===== config.mk =====
export PLATFORM = sky130hd
export DESIGN_NAME = regfile_mp_sb
export DESIGN_NICKNAME = d
export VERILOG_FILES = /design/src/rtl/regfile_mp_sb_pkg.sv /design/src/rtl/regfile_mp_sb_scoreboard.sv /design/src/rtl/regfile_mp_sb.sv
export SDC_FILE = /design/constraint.sdc
export NUM_CORES = 2
export LEC_CHECK = 0
export BUFFER_PORTS_ARGS = -buffer_cell sky130_fd_sc_hd__buf_2
export CELL_PAD_IN_SITES_DETAIL_PLACEMENT = 0
export CELL_PAD_IN_SITES_GLOBAL_PLACEMENT = 1
export CORE_MARGIN = 5
export CORE_UTILIZATION = 45
export CTS_BUF_LIST = sky130_fd_sc_hd__clkbuf_2 sky130_fd_sc_hd__clkbuf_4 sky130_fd_sc_hd__clkbuf_8
export DETAILED_ROUTE_END_ITERATION = 8
export PLACE_DENSITY_LB_ADDON = 0.3
export SETUP_SLACK_MARGIN = 0.3
export SLEW_MARGIN = 10
export SYNTH_ARGS = -nofsm -noshare
export SYNTH_HDL_FRONTEND = slang
export SYNTH_HIERARCHICAL = 1
export SYNTH_SLANG_ARGS = --single-unit

===== constraint.sdc =====
create_clock -name clk -period 10.2 [get_ports clk]
set_input_delay 0 -clock clk [delete_from_list [all_inputs] [get_ports clk]]
set_output_delay 0 -clock clk [all_outputs]
set_load 0.02 [all_outputs]

===== src/rtl/regfile_mp_sb_pkg.sv =====
// Shared defaults and helpers for the multi-port register file with busy scoreboard.
package regfile_mp_sb_pkg;

  localparam int unsigned DEF_DW      = 32;
  localparam int unsigned DEF_NREGS   = 32;
  localparam int unsigned DEF_NRD     = 2;
  localparam int unsigned DEF_ZERO_R0 = 1;
  localparam int unsigned DEF_BYPASS  = 1;

  function automatic int unsigned addr_width(input int unsigned nregs);
    return $clog2(nregs);
  endfunction

endpackage


===== src/rtl/regfile_mp_sb_scoreboard.sv =====
// Per-register busy scoreboard: reserve sets, writeback clears, reserve wins on collision.
module regfile_mp_sb_scoreboard
  import regfile_mp_sb_pkg::*;
#(
  parameter int unsigned NREGS   = DEF_NREGS,
  parameter int unsigned ZERO_R0 = DEF_ZERO_R0,
  localparam int unsigned AW     = addr_width(NREGS),
  localparam int unsigned CW     = AW + 1
) (
  input  logic             clk,
  input  logic             rst,
  input  logic             wr_en,
  input  logic [AW-1:0]    wr_addr,
  input  logic             rsv_en,
  input  logic [AW-1:0]    rsv_addr,
  output logic [NREGS-1:0] busy_vec,
  output logic [CW-1:0]    busy_cnt
);

  logic             zero_mask;
  logic             wr_eff;
  logic             rsv_eff;
  logic             set_new;
  logic             clr_old;
  logic [NREGS-1:0] busy_nxt;
  logic [CW-1:0]    cnt_nxt;

  assign zero_mask = (ZERO_R0 != 0);

  // Filter out register-0 traffic and work out whether the population count moves.
  always_comb begin
    busy_nxt = busy_vec;
    wr_eff   = wr_en  && !(zero_mask && (wr_addr  == '0));
    rsv_eff  = rsv_en && !(zero_mask && (rsv_addr == '0));
    set_new  = rsv_eff && !busy_vec[rsv_addr];
    clr_old  = wr_eff && busy_vec[wr_addr] && !(rsv_eff && (rsv_addr == wr_addr));
    if (wr_eff)  busy_nxt[wr_addr]  = 1'b0;
    if (rsv_eff) busy_nxt[rsv_addr] = 1'b1;
    cnt_nxt  = busy_cnt + CW'(set_new) - CW'(clr_old);
  end

  always_ff @(posedge clk) begin
    if (rst) begin
      busy_vec <= '0;
      busy_cnt <= '0;
    end else begin
      busy_vec <= busy_nxt;
      busy_cnt <= cnt_nxt;
    end
  end

endmodule


===== src/rtl/regfile_mp_sb.sv =====
// Parametrised register file: NRD combinational read ports, one write port,
// optional write->read bypass, optional hardwired r0, busy scoreboard.
module regfile_mp_sb
  import regfile_mp_sb_pkg::*;
#(
  parameter int unsigned DW      = DEF_DW,
  parameter int unsigned NREGS   = DEF_NREGS,
  parameter int unsigned NRD     = DEF_NRD,
  parameter int unsigned ZERO_R0 = DEF_ZERO_R0,
  parameter int unsigned BYPASS  = DEF_BYPASS,
  localparam int unsigned AW     = addr_width(NREGS)
) (
  input  logic              clk,
  input  logic              rst,
  input  logic [NRD*AW-1:0] rd_addr,
  output logic [NRD*DW-1:0] rd_data,
  output logic [NRD-1:0]    rd_busy,
  input  logic              wr_en,
  input  logic [AW-1:0]     wr_addr,
  input  logic [DW-1:0]     wr_data,
  input  logic              rsv_en,
  input  logic [AW-1:0]     rsv_addr,
  output logic [AW:0]       busy_cnt,
  output logic [NREGS-1:0]  busy_vec
);

  logic [DW-1:0] rf [NREGS];
  logic          wr_ok;

  assign wr_ok = wr_en && !((ZERO_R0 != 0) && (wr_addr == '0));

  always_ff @(posedge clk) begin
    if (rst) begin
      for (int i = 0; i < int'(NREGS); i++) rf[i] <= '0;
    end else if (wr_ok) begin
      rf[wr_addr] <= wr_data;
    end
  end

  regfile_mp_sb_scoreboard #(
    .NREGS   (NREGS),
    .ZERO_R0 (ZERO_R0)
  ) u_sb (
    .clk      (clk),
    .rst      (rst),
    .wr_en    (wr_en),
    .wr_addr  (wr_addr),
    .rsv_en   (rsv_en),
    .rsv_addr (rsv_addr),
    .busy_vec (busy_vec),
    .busy_cnt (busy_cnt)
  );

  for (genvar k = 0; k < int'(NRD); k++) begin : g_rd
    logic [AW-1:0] ra;
    logic          zhit;
    logic          byp;

    assign ra   = rd_addr[k*AW +: AW];
    assign zhit = (ZERO_R0 != 0) && (ra == '0);
    // Bypass never overrides the zero register; busy is never bypassed.
    assign byp  = (BYPASS != 0) && wr_en && (ra == wr_addr);

    assign rd_data[k*DW +: DW] = zhit ? '0 : (byp ? wr_data : rf[ra]);
    assign rd_busy[k]          = zhit ? 1'b0 : busy_vec[ra];
  end

endmodule


==> results_dict.tcl <==
set metrics [dict create \
    outcome "finished clean" \
    relSlewSlack 0.254 \
    cts_buffers 183 \
    rsz0062_at_grt "false" \
    first_iter_violations 6473 \
    synth_top_area_frac 0.533 \
    endpoint_kind "primary output" \
    layout.cells.non_filler 6000 \
    yosys_warnings 6 \
    firstDrtPassIters 6 \
    post-route-min-period_ns 4.13 \
    max_freq_mhz 242 \
    p_leak_nw 22.6 \
    netlist_top_cells_area "edfxtp_1, mux4_2, and2_1, mux2i_1, clkbuf_1" \
    post-cts-setup-buffers 0 \
    grt_pass1_vias 39700 \
    dp_cells 5605 \
    root_buffer "clkbuf_8" \
    drv_slew 0 \
    dieHeight_um 368 \
    ys_seq_elements 1062 \
    finalCritPeriodShare 0.405 \
    clk_pin_slew_worst_paths_ns 0.06 \
    clock_latency_ns 0.92 \
    reg2reg_to "u_sb/busy_cnt[5]$_SDFF_PP0_" \
    hold_ws_ns 0.162 \
    gp_congestion 0.861 \
    hold_violations 0 \
    r2r_cells 11 \
    tightestPinTransition_ns 1.12 \
    synth_edf_count 1024 \
    critPathArrivalTime_ns 4.13 \
    initial_utilization 0.453 \
    grt_start_max_net_pins 133 \
    antenna_found_initial 21 \
    setup_tns_ns 0 \
    async_reset_ff_frac 0 \
    cap_violations 0 \
    netlist_top_cells_count "edfxtp_1, and2_1, mux4_2" \
    skew_ns 0.0346 \
    grt_remaining_overflow 0 \
    drc 0 \
    htreeDepth 4 \
    rows 131 \
    dp_worst_setup_slack_ns 6.19 \
    ant_nets 0 \
    crit_fanout 99 \
    dp_hpwl_um 127000 \
    rrSetupSlack_ns 6.51 \
    power_density_nw_per_um2 163 \
    routedWlPerCell_um 37.6 \
    drive_above_1_share 0.253 \
    required_ns 10.20 \
    grt_usage 0.328 \
    die-area_sq_um 136000 \
    seq_area_frac_synth 0.546 \
    ioPinCount 160 \
    area_growth_syn_to_layout_pct 11.2 \
    syn_avg_cell_area_sq_um 14.2 \
    final_nets 4252 \
    critPathKind "input pin to primary output" \
    syn_area_sq_um 57700 \
    fin_util 0.503 \
    syn_inst 4064 \
    io_buffers 159 \
    synth_cell_types 66 \
    yosys.area.top_type "edfxtp_1" \
    rr_startpoint "u_sb/busy_vec[18]$_SDFF_PP0_" \
    chipWidth_um 368 \
    crit_path_end "rd_data[5]" \
    hp-class "input pin to register" \
    num_vias 40500 \
    crit_start "rd_addr[0]" \
    routed_wl_um 225000 \
    yosysMostFrequentCell "edfxtp_1" \
    clock_path_buffers 3 \
    fillers 10900 \
    critPathLaunchType "input pin" \
    cts.sinks 1062 \
    grt_pass1_wl_um 313000 \
    cts_resized 0 \
    finalSetupViolCount 0 \
    core_region_area_sq_um 128000 \
    fin_ws_ns 6.07 \
    tritoncts "built" \
    synthFlopType "edfxtp_1" \
    peakVddDrop_mv 0.161 \
    post_drt_via_cell_ratio 6.74 \
]
[layer usage]
metal | GRT usage | up-vias | wire [um]
met1 | 0.437 | 21000 | 82900
met2 | 0.514 | 3097 | 104000
met5 | 0 | - | 7
li1 | - | 15900 | -
met4 | 0.143 | 2 | 11200
met3 | 0.0811 | 540 | 27400
[repair_timing]
| action | CTS | global route |
|---|---|---|
| endpoints found under the hold margin | 1051 | 0 |
| setup endpoints to repair | 0 | 0 |
| hold buffers | 61 | 0 |
[cell type report]
type / instances / area, sq um / area share
inverter: 11 / 41.3 / 0.000643
multi-input combinational: 2590 / 24600 / 0.384
tap: 1662 / 2080 / 0.0324
antenna: 7 / 17.5 / 0.000273
timing repair buffer: 341 / 2420 / 0.0376
clock buffer: 242 / 3000 / 0.0467
clock inverter: 85 / 495 / 0.00772
sequential: 1062 / 31500 / 0.491
[worst min-delay path by stage]
stage / startpoint / endpoint / depth (start not counted)
2_1_floorplan: wr_data[30] / rd_data[30] / 1
3_3_place_gp: u_sb/busy_cnt[0]$_SDFF_PP0_ / busy_cnt[0] / 1
3_5_place_dp: u_sb/busy_cnt[0]$_SDFF_PP0_ / busy_cnt[0] / 1
4_1_cts: wr_addr[1] / u_sb/busy_vec[23]$_SDFF_PP0_ / 4
5_1_grt: wr_addr[1] / u_sb/busy_vec[7]$_SDFF_PP0_ / 4
6_report: wr_addr[1] / u_sb/busy_vec[7]$_SDFF_PP0_ / 4
[metrics by stage]
step	power [mW]	area, sq um
4_1_cts	10.5	64200
2_1_floorplan	6.09	57800
3_3_place_gp	6.64	60100
3_5_place_dp	6.66	60100
5_1_grt	10.8	64200
6_report	10.5	64200
[layout by cell type (no fill, tap or decap), types with 11 or more instances in the layout]
master / count
edfxtp_1: 1024
nand3_1: 29
nor2_1: 30
clkbuf_4: 53
o221a_2: 15
dlygate4sd3_1: 61
dfxtp_1: 38
clkbuf_8: 190
o22ai_1: 50
a211oi_1: 31
conb_1: 32
and2_1: 994
a21oi_1: 83
buf_4: 122
mux4_2: 428
nor2_4: 34
clkinv_2: 17
clkinv_1: 54
xnor2_1: 15
or2_2: 33
a221o_1: 11
nand2_1: 122
a32o_1: 33
o221ai_1: 36
o21ai_0: 82
a22oi_1: 105
buf_2: 150
mux2i_1: 273
[flip-flops by register name, summed over array words and instances (netlist names)]
register and count:
rf 1024, u_sb/busy_vec 32, u_sb/busy_cnt 6
[worst max-delay path, cell delays in order]
cell and delay (ns):
buf_8 0.52, buf_12 0.55, buf_12 0.61, mux4_2 0.62
mux4_2 0.48, nand3_1 0.12, nand3_1 0.48, buf_2 0.36
[where the power goes]
part	switching (mW)	leakage (nW)	internal, mW	total [mW]
Combinational	0.925	10.7	0.548	1.47
Sequential	0.131	10.1	5.02	5.16
Clock	1.87	1.84	1.99	3.86
[logic make-up after synthesis]
group / count (synthesis) / share of synthesized area
xor+xnor: 19 / 0.00288
fa+ha+maj: 7 / 0.00165
simple gates: 1312 / 0.134
mux: 715 / 0.219
other cells: 1 / 0.0000650
compound gates: 505 / 0.0617
buf+inv: 443 / 0.0350
flops: 1062 / 0.546
Note: power is estimated with default switching activity, not from simulation.
